$ cat config.mk
export PLATFORM = sky130hd
export DESIGN_NAME = pwm_measure_multi
export DESIGN_NICKNAME = d
export VERILOG_FILES = /design/src/rtl/pwm_measure_multi.sv
export SDC_FILE = /design/constraint.sdc
export NUM_CORES = 1
export LEC_CHECK = 0
export CAP_MARGIN = 25
export CORE_MARGIN = 4
export CORE_UTILIZATION = 45
export DETAILED_ROUTE_END_ITERATION = 12
export PLACE_DENSITY = 0.64
export SYNTH_ARGS = -nofsm -noshare
export SYNTH_HDL_FRONTEND = slang
export SYNTH_SLANG_ARGS = --single-unit
$ cat constraint.sdc
create_clock -name clk -period 24.3 [get_ports clk]
set_input_delay 4.86 -clock clk [delete_from_list [all_inputs] [get_ports clk]]
set_output_delay 4.86 -clock clk [all_outputs]
set_load 0.02 [all_outputs]
$ cat src/rtl/pwm_measure_multi.sv
// -----------------------------------------------------------------------------
// pwm_measure_multi
//
// Multi-channel pulse-width measurement. Each channel synchronises an
// asynchronous PWM/echo input, counts its high time in prescaled clock ticks
// and publishes a saturated WIDTH-bit result with a one-cycle valid strobe.
// A per-channel no-signal timeout flags channels that stop pulsing.
//
// Optional feature macro: PWM_MEASURE_AVG_EN
//   When defined, each channel reports the truncated mean of its last four raw
//   measurements instead of the raw count.
//
// Parameters
//   CHANNELS        number of independent input channels (>= 1)
//   WIDTH           result / counter width in bits (>= 4)
//   DIV             clk cycles per count tick (>= 1, 1 = every cycle)
//   TIMEOUT_CYCLES  idle clk cycles without a rising edge before timeout sets
//
// Ports
//   clk       in   system clock, all state on rising edge
//   reset     in   asynchronous active-high reset
//   pwm_in    in   [CHANNELS]        asynchronous pulse inputs
//   distance  out  [CHANNELS*WIDTH]  channel i result at [i*WIDTH +: WIDTH]
//   valid     out  [CHANNELS]        one-cycle strobe, slice i updated
//   timeout   out  [CHANNELS]        level flag, channel i has gone quiet
// -----------------------------------------------------------------------------
module pwm_measure_multi #(
    parameter int CHANNELS       = 4,
    parameter int WIDTH          = 16,
    parameter int DIV            = 1,
    parameter int TIMEOUT_CYCLES = 1_000_000
) (
    input  logic                      clk,
    input  logic                      reset,
    input  logic [CHANNELS-1:0]       pwm_in,
    output logic [CHANNELS*WIDTH-1:0] distance,
    output logic [CHANNELS-1:0]       valid,
    output logic [CHANNELS-1:0]       timeout
);

    localparam int PW = (DIV > 1) ? $clog2(DIV) : 1;
    localparam int TW = $clog2(TIMEOUT_CYCLES + 1);

    localparam logic [PW-1:0]    PRE_LAST  = PW'(DIV - 1);
    localparam logic [PW-1:0]    PRE_ONE   = PW'(1);
    localparam logic [WIDTH-1:0] CNT_MAX   = '1;
    localparam logic [WIDTH-1:0] CNT_ONE   = WIDTH'(1);
    localparam logic [TW-1:0]    TMO_LIMIT = TW'(TIMEOUT_CYCLES);
    localparam logic [TW-1:0]    TMO_LAST  = TW'(TIMEOUT_CYCLES - 1);
    localparam logic [TW-1:0]    TMO_ONE   = TW'(1);

    typedef enum logic [1:0] {
        ARM  = 2'd0,   // waiting for a low level before accepting pulses
        IDLE = 2'd1,   // low, waiting for a rising edge
        HIGH = 2'd2    // pulse in progress, counting ticks
    } ch_state_t;

    // ------------------------------------------------------------------
    // Shared prescaler: tick is high when the counter is at 0.
    // ------------------------------------------------------------------
    logic [PW-1:0] pre_q;
    logic          tick;

    // NOTE: sequential state is always written with non-blocking assignments
    // so every flop samples the pre-edge values of its inputs.
    always_ff @(posedge clk or posedge reset) begin
        if (reset) begin
            pre_q <= '0;
        end else if (pre_q == PRE_LAST) begin
            pre_q <= '0;
        end else begin
            pre_q <= pre_q + PRE_ONE;
        end
    end

    assign tick = (pre_q == '0);

    // ------------------------------------------------------------------
    // Per-channel measurement
    // ------------------------------------------------------------------
    for (genvar i = 0; i < CHANNELS; i++) begin : g_ch
        logic             s1_q, s2_q, s3_q;
        logic             rise, fall;
        ch_state_t        state_q, state_d;
        logic             cnt_start, cnt_step, do_latch, tmo_run, tmo_set;
        logic [WIDTH-1:0] cnt_q;
        logic [WIDTH-1:0] dist_q;
        logic [WIDTH-1:0] result;
        logic [TW-1:0]    tmo_cnt_q;
        logic             tmo_q;
        logic             valid_q;

        // Synchroniser and history flop reset high: the channel then looks
        // as if it has been high forever, so ARM only exits once a genuine
        // low level has been synchronised, and no false rise is seen when a
        // pulse is already present at reset release.
        always_ff @(posedge clk or posedge reset) begin
            if (reset) begin
                s1_q <= 1'b1;
                s2_q <= 1'b1;
                s3_q <= 1'b1;
            end else begin
                s1_q <= pwm_in[i];
                s2_q <= s1_q;
                s3_q <= s2_q;
            end
        end

        assign rise = s2_q & ~s3_q;
        assign fall = ~s2_q & s3_q;

        // State register
        always_ff @(posedge clk or posedge reset) begin
            if (reset) begin
                state_q <= ARM;
            end else begin
                state_q <= state_d;
            end
        end

        // NOTE: every combinational output gets a default before the case so
        // no path leaves it unassigned, which would infer a latch.
        always_comb begin
            state_d = state_q;
            unique case (state_q)
                ARM:     if (!s2_q) state_d = IDLE;
                IDLE:    if (rise)  state_d = HIGH;
                HIGH:    if (fall)  state_d = IDLE;
                default: state_d = ARM;
            endcase
        end

        // Output decode
        always_comb begin
            cnt_start = 1'b0;
            cnt_step  = 1'b0;
            do_latch  = 1'b0;
            tmo_run   = 1'b0;
            unique case (state_q)
                ARM: begin
                    tmo_run = 1'b1;
                end
                IDLE: begin
                    tmo_run   = 1'b1;
                    cnt_start = rise;
                end
                HIGH: begin
                    cnt_step = s2_q & tick;
                    do_latch = fall;
                end
                default: begin
                    tmo_run = 1'b0;
                end
            endcase
        end

        // Timeout fires on the edge that brings the idle counter to its limit;
        // a rise in the same cycle restarts the count instead.
        assign tmo_set = tmo_run & ~rise & (tmo_cnt_q == TMO_LAST);

        always_ff @(posedge clk or posedge reset) begin
            if (reset) begin
                cnt_q     <= '0;
                dist_q    <= '0;
                valid_q   <= 1'b0;
                tmo_cnt_q <= '0;
                tmo_q     <= 1'b0;
            end else begin
                valid_q <= do_latch;

                // The rise cycle itself counts when it carries a tick.
                if (cnt_start) begin
                    cnt_q <= tick ? CNT_ONE : '0;
                end else if (cnt_step && (cnt_q != CNT_MAX)) begin
                    cnt_q <= cnt_q + CNT_ONE;
                end

                if (do_latch) begin
                    dist_q <= result;
                end

                // Idle counter parks at the limit so it cannot wrap and
                // re-trigger while the channel stays quiet.
                if (rise) begin
                    tmo_cnt_q <= '0;
                end else if (tmo_run && (tmo_cnt_q != TMO_LIMIT)) begin
                    tmo_cnt_q <= tmo_cnt_q + TMO_ONE;
                end

                if (do_latch) begin
                    tmo_q <= 1'b0;
                end else if (tmo_set) begin
                    tmo_q <= 1'b1;
                end
            end
        end

`ifdef PWM_MEASURE_AVG_EN
        // The newest sample is cnt_q itself; only the three before it are
        // stored. While empty, all four entries take the new sample.
        logic [WIDTH-1:0] hist_q [3];
        logic             hist_empty_q;
        logic [WIDTH+1:0] sum;

        always_comb begin
            if (hist_empty_q) begin
                sum = {cnt_q, 2'b00};
            end else begin
                sum = {2'b00, cnt_q} + {2'b00, hist_q[0]}
                    + {2'b00, hist_q[1]} + {2'b00, hist_q[2]};
            end
        end

        assign result = sum[WIDTH+1:2];

        always_ff @(posedge clk or posedge reset) begin
            if (reset) begin
                hist_empty_q <= 1'b1;
            end else if (do_latch) begin
                hist_empty_q <= 1'b0;
            end else if (tmo_set) begin
                hist_empty_q <= 1'b1;
            end
        end

        // NOTE: the history array has no reset; hist_empty_q masks its
        // contents until the first sample after reset overwrites every entry.
        always_ff @(posedge clk) begin
            if (do_latch) begin
                hist_q[0] <= cnt_q;
                hist_q[1] <= hist_empty_q ? cnt_q : hist_q[0];
                hist_q[2] <= hist_empty_q ? cnt_q : hist_q[1];
            end
        end
`else
        assign result = cnt_q;
`endif

        assign distance[i*WIDTH +: WIDTH] = dist_q;
        assign valid[i]                   = valid_q;
        assign timeout[i]                 = tmo_q;
    end

endmodule
==> flow_metrics.env, run 1 <==
export IMPL_status="finished, final reports clean"
export IMPL_die_y_um=164
export IMPL_path_max_fanout=2
export IMPL_slowest_delay_ns=0.64
export IMPL_syn_num_nets=1041
export IMPL_syn_inst=1023
export IMPL_crit_arrival_ns=1.54
export IMPL_slew_viol_final=0
export IMPL_worstMarginPinSlew_ns=0.698
export IMPL_fmax_mhz=156
export IMPL_via_per_inst=5.30
export IMPL_ys_async_sr_fraction=1.00
export IMPL_grt_overflow=0
export IMPL_port_buffers=77
export IMPL_cp_end_kind="output pin"
export IMPL_synth_top_flop_cell="dfrtp_1"
export IMPL_synth_edf_count=0
export IMPL_syn2layout_area_growth_pct=18.8
export IMPL_synth_top_cell_by_area="dfrtp_1"
export IMPL_worst_setup_path_type="flip-flop to output pin"
export IMPL_ys_types=61
export IMPL_drive_gt1_frac=0.124
export IMPL_clk_pin_slew_ns=0.06
export IMPL_setup_violations=0
export IMPL_ys_seq_elements=236
export IMPL_cts_inserted_buffers=26
export IMPL_via_count=7676
export IMPL_pre_cts_ws_ns=17.28
export IMPL_powerDensity_nw_per_um2=75.0
export IMPL_grt_pass1_wl_um=36700
export IMPL_cts_path_max_buffers=3
export IMPL_crit_path_cell_trace="clkdlybuf4s50_1"
export IMPL_path_buf_inv=1
export IMPL_critPathTopFamily="buffers and inverters"
export IMPL_fp_dieW_um=164
export IMPL_startpoint_type="flip-flop"
export IMPL_core_area_sq_um=23700
export IMPL_p_leak_nw=5.70
export IMPL_detail_route_iter0_violations=542
export IMPL_fillerInstances=2100
export IMPL_ioPinCount=78
export IMPL_cts_resized=0
export IMPL_die_area_sq_um=26900
export IMPL_synth_area_per_cell_sq_um=10.7
export IMPL_syn_area_sq_um=10900
export IMPL_cap_violations=0
export IMPL_tns_ns=0
export IMPL_grtUsageTotal=0.160
export IMPL_antenna_found_initial=0
export IMPL_clkLatencyLatePin_ns=0.52
export IMPL_ir_drop_uv=42.3
export IMPL_fin_nets=1127
export IMPL_rows=56
export IMPL_drtPass1Iterations=5
export IMPL_cts_root_buffer="clkbuf_16"
export IMPL_period_share=0.264
export IMPL_yosysTopAreaCellShare=0.512
export IMPL_post_cts_repair_setup_buffers=0
export IMPL_initial_core_util=0.462
export IMPL_cts_max_level=1
export IMPL_seq_area_frac_synth=0.541
export IMPL_drc_errors=0
export IMPL_synth_common_cells="224 x dfrtp_1, 123 x nor2_1, 83 x nand2_1, 64 x mux2_2, 48 x nand3_1"
export IMPL_synthMostInstantiatedCell="dfrtp_1"
export IMPL_synthTopCellsByArea="dfrtp_1 51%, mux2_2 6.6%, nor2_1 4.2%"
export IMPL_avgRoutedWirePerCell_um=14.3
export IMPL_cts_tree="yes"
export IMPL_rsz0062_at_grt="false"
export IMPL_required_ns=19.44
export IMPL_place_congestion=0.811
export IMPL_cts_sinks=236
export IMPL_antenna_cells=0
export IMPL_grt_pass1_vias=7630
export IMPL_setup_ws_ns=17.90
export IMPL_hold_viol_final=0
export IMPL_min_path_type="flip-flop to flip-flop"
export IMPL_fin_skew_ns=0.0103
export IMPL_slew_headroom=0.535
export IMPL_crit_slowest_cell="clkdlybuf4s50_1"
export IMPL_ys_warn_count=0
export IMPL_ctsHoldBuffers=0
export IMPL_antenna_left=0
export IMPL_finalWirelength_um=20700
export IMPL_dp_hpwl_um=13900
export IMPL_finalCriticalPeriod_ns=6.40
export IMPL_grt_max_degree=103
## flip-flops by register name, summed over array words and instances, names as in the netlist
| name | flops |
|---|---|
| g_ch.state_q | 8 |
| g_ch.s1_q | 4 |
| g_ch.s3_q | 4 |
| g_ch.tmo_cnt_q | 80 |
| g_ch.cnt_q | 64 |
| g_ch.s2_q | 4 |
| g_ch.dist_q | 64 |
| g_ch.tmo_q | 4 |
| g_ch.valid_q | 4 |
## cell type report
cell class	instances	area, sq um	share of cell area
clock buffers	41	808	0.0622
clock inverters	7	119	0.00914
repair buffers	88	873	0.0672
multi-input cells	729	4770	0.367
flip-flops and latches	236	5920	0.455
inverters	28	113	0.00866
well taps	319	399	0.0307
## per-layer routing
layer  track usage  part of all wire  vias up
met5             0                 0        -
met4        0.0385             0.015        0
met3        0.0256             0.038       26
met2         0.259              0.46      117
met1         0.229              0.49     3721
li1              -                 -     3812
## through the flow
stage / cell area, sq um / utilization / instances / hold WS, ns / power, mW
final: 13000 / 0.549 / 1448 / 0.355 / 0.975
after CTS: 13000 / 0.548 / 1447 / 0.356 / 0.992
after detailed placement: 12000 / 0.509 / 1399 / 0.347 / 0.569
after global routing: 13000 / 0.549 / 1448 / 0.359 / 1.03
after global placement: 12000 / 0.509 / 1399 / 0.346 / 0.565
after floorplan: 10900 / - / 1023 / 0.345 / 0.532
## power breakdown
group          leakage [nW]  internal (mW)  switching (mW)
clock                 0.448          0.260           0.154
combinational          2.05         0.0486          0.0586
sequential             3.20          0.421          0.0322
total                  5.70          0.730           0.245
## path summary, 6_finish.rpt
kind / start / end / slack (ns) / depth (start not counted)
setup reg to reg: g_ch[3].cnt_q[0]$_DFFE_PP0P_ / g_ch[3].cnt_q[7]$_DFFE_PP0P_ / 22.20 / 6
setup / recovery: g_ch[3].tmo_q$_DFFE_PP0P_ / timeout[3] / 17.90 / 1
hold reg to reg: g_ch[2].s1_q$_DFF_PP1_ / g_ch[2].s2_q$_DFF_PP1_ / 0.35 / 0
max in group asynchronous: reset / g_ch[2].s2_q$_DFF_PP1_ / 18.26 / 4
min in group asynchronous: reset / g_ch[3].dist_q[12]$_DFFE_PP0P_ / 4.86 / 2
hold / removal: g_ch[2].s1_q$_DFF_PP1_ / g_ch[2].s2_q$_DFF_PP1_ / 0.35 / 0
## kinds of logic (layout without fill, tap and decap cells)
group | after synthesis | in the layout | synth area share
multiplexers | 80 | 80 | 0.0805
buffers and inverters | 58 | 164 | 0.0232
XOR/XNOR | 83 | 83 | 0.0664
flip-flops | 236 | 236 | 0.541
adder cells (fa/ha/maj) | 12 | 12 | 0.0137
AO/OA/AOI/OAI | 96 | 96 | 0.0577
AND/OR/NAND/NOR | 458 | 458 | 0.217
## cell usage in the layout, fill, tap and decap left out, types with 14 or more instances in the layout
master           instances
dfrtp_1                224
xnor2_1                 44
a21oi_1                 23
inv_1                   27
o21ai_0                 28
clkdlybuf4s50_1         77
or3_1                   14
nand4_1                 37
xor2_1                  39
and3_1                  20
nor2_1                 123
mux2_2                  64
nor4_1                  20
clkbuf_16               27
nand3_1                 48
nor3_1                  35
mux2i_1                 16
nand2_1                 83
Note: power is estimated with default switching activity, not from simulation.
==> run 2, diff against run 1 <==
PLACE_DENSITY = 0.66   (was 0.64)
clock period = 5.8 ns   (was 24.3 ns; I/O delays follow)
==> flow_metrics.env, run 2 (synthesized netlist as in run 1, its figures left out) <==
export IMPL_ir_drop_uv=177
export IMPL_r2r_setup_slack_ns=3.67
export IMPL_detail_route_iter0_violations=515
export IMPL_clockPowerShare=0.418
export IMPL_crit_start="g_ch[3].tmo_q$_DFFE_PP0P_"
export IMPL_cts_root_buffer="clkbuf_16"
export IMPL_top_regs="g_ch.tmo_cnt_q x80, g_ch.cnt_q x64, g_ch.dist_q x64"
export IMPL_tns_ns=0
export IMPL_multi_input_area_sq_um=4770
export IMPL_drtPass1Iterations=4
export IMPL_cts_sinks=236
export IMPL_ioPinCount=78
export IMPL_rows=56
export IMPL_min_path_type="flip-flop to flip-flop"
export IMPL_fin_skew_ns=0.0140
export IMPL_fin_nets=1127
export IMPL_ff_latch_area_sq_um=5920
export IMPL_worst_setup_path_type="flip-flop to output pin"
export IMPL_switching_share=0.254
export IMPL_p_sw_mw=1.02
export IMPL_cts_inserted_buffers=26
export IMPL_powerDensity_nw_per_um2=311
export IMPL_initial_core_util=0.462
export IMPL_cap_violations=0
export IMPL_drc_errors=0
export IMPL_grt_pass1_vias=7651
export IMPL_period_share=0.466
export IMPL_antenna_cells=0
export IMPL_port_buffers=77
export IMPL_fmax_mhz=370
export IMPL_p_int_mw=3.01
export IMPL_cts_tree="yes"
export IMPL_final_cell_mix="224 x dfrtp_1, 123 x nor2_1, 83 x nand2_1"
export IMPL_cp_end_kind="output pin"
export IMPL_p_leak_nw=5.68
export IMPL_ctsHoldBuffers=0
export IMPL_grtUsageTotal=0.159
export IMPL_worstHoldStart="g_ch[2].s1_q$_DFF_PP1_"
export IMPL_fillerInstances=2102
export IMPL_p_seq_frac=0.470
export IMPL_path_buf_inv=1
export IMPL_die_area_sq_um=26900
export IMPL_layout_commonest_cell="dfrtp_1"
export IMPL_place_congestion=0.784
export IMPL_avgRoutedWirePerCell_um=14.3
export IMPL_grt_pass1_wl_um=36600
export IMPL_via_count=7771
export IMPL_crit_slowest_cell="clkdlybuf4s50_1"
export IMPL_dpl_cell_count=1400
export IMPL_cts_path_max_buffers=3
export IMPL_largest_reg_flops=80
export IMPL_fp_dieW_um=164
export IMPL_worstMarginPinSlew_ns=0.700
export IMPL_post_cts_repair_setup_buffers=0
export IMPL_drive_gt1_frac=0.123
export IMPL_required_ns=4.64
export IMPL_crit_arrival_ns=1.54
export IMPL_antenna_left=0
export IMPL_antenna_found_initial=0
export IMPL_p_comb_frac=0.112
export IMPL_path_max_fanout=2
export IMPL_clk_pin_slew_ns=0.06
export IMPL_finalWirelength_um=20700
export IMPL_r2r_start="g_ch[3].cnt_q[0]$_DFFE_PP0P_"
export IMPL_grt_overflow=0
export IMPL_finalCriticalPeriod_ns=2.70
export IMPL_syn2layout_area_growth_pct=18.4
export IMPL_rsz0062_at_grt="false"
export IMPL_cts_resized=0
export IMPL_clkLatencyLatePin_ns=0.53
export IMPL_final_cells=1448
export IMPL_slowest_delay_ns=0.63
export IMPL_cts_max_level=1
export IMPL_core_area_sq_um=23700
export IMPL_top_register="g_ch.tmo_cnt_q"
export IMPL_slew_headroom=0.534
export IMPL_status="finished, final reports clean"
export IMPL_dp_hpwl_um=13800
export IMPL_grt_max_degree=112
export IMPL_hold_viol_final=0
export IMPL_startpoint_type="flip-flop"
export IMPL_crit_path_cell_trace="clkdlybuf4s50_1"
export IMPL_setup_violations=0
export IMPL_slew_viol_final=0
export IMPL_critPathTopFamily="buffers and inverters"
export IMPL_via_per_inst=5.37
export IMPL_die_y_um=164
## run 2: cell count changes in the layout (fill, tap and decap cells not counted), sizes merged
cell	delta
clkbuf	-2
clkinv	+2
## run 2: worst paths after layout
kind | cells past startpoint | endpoint
max in group asynchronous | 3 | g_ch[0].tmo_cnt_q[8]$_DFFE_PP0P_
hold / removal | 0 | g_ch[2].s2_q$_DFF_PP1_
setup reg to reg | 6 | g_ch[3].cnt_q[7]$_DFFE_PP0P_
setup / recovery | 1 | timeout[3]
min in group asynchronous | 2 | g_ch[1].valid_q$_DFF_PP0_
hold reg to reg | 0 | g_ch[2].s2_q$_DFF_PP1_
## run 2: power by group through the flow
stage | registers (mW) | clock network, mW | logic [mW]
global route | 1.92 | 1.82 | 0.521
detailed placement | 1.93 | 0 | 0.457
finish | 1.90 | 1.68 | 0.451
global placement | 1.92 | 0 | 0.446
CTS | 1.90 | 1.75 | 0.462
floorplan | 1.92 | 0 | 0.308
## run 2: cell type report
cell class	count	area share
Tap cell	319	0.0308
Inverter	28	0.00840
Clock buffer	39	0.0586
Timing Repair Buffer	88	0.0668
Multi-Input combinational cell	729	0.368
Clock inverter	9	0.0106
Sequential cell	236	0.457
## run 2: through the flow
stage	util	cell area (sq um)	hold slack, ns	setup slack, ns	power, mW
3_3_place_gp	0.509	12100	0.346	3.22	2.37
3_5_place_dp	0.509	12100	0.347	3.18	2.38
5_1_grt	0.547	13000	0.354	3.05	4.26
2_1_floorplan	-	10900	0.345	1.56	2.23
6_report	0.547	13000	0.350	3.10	4.03
4_1_cts	0.547	13000	0.354	3.08	4.11
## run 2: worst register-to-register path, stage by stage, from the launching register on
cell	delay [ns]
dfrtp_1	0.42
ha_1	0.30
and4_1	0.20
and4_1	0.24
a311oi_4	0.47
and3_1	0.25
mux2i_1	0.17
## run 2: routing by layer
| layer | vias up | track usage | wire length (um) |
|---|---|---|---|
| li1 | 3814 | - | - |
| met1 | 3821 | 0.225 | 9870 |
| met2 | 112 | 0.260 | 9710 |
| met3 | 24 | 0.0248 | 777 |
| met4 | 0 | 0.0374 | 308 |
| met5 | - | 0 | 0 |
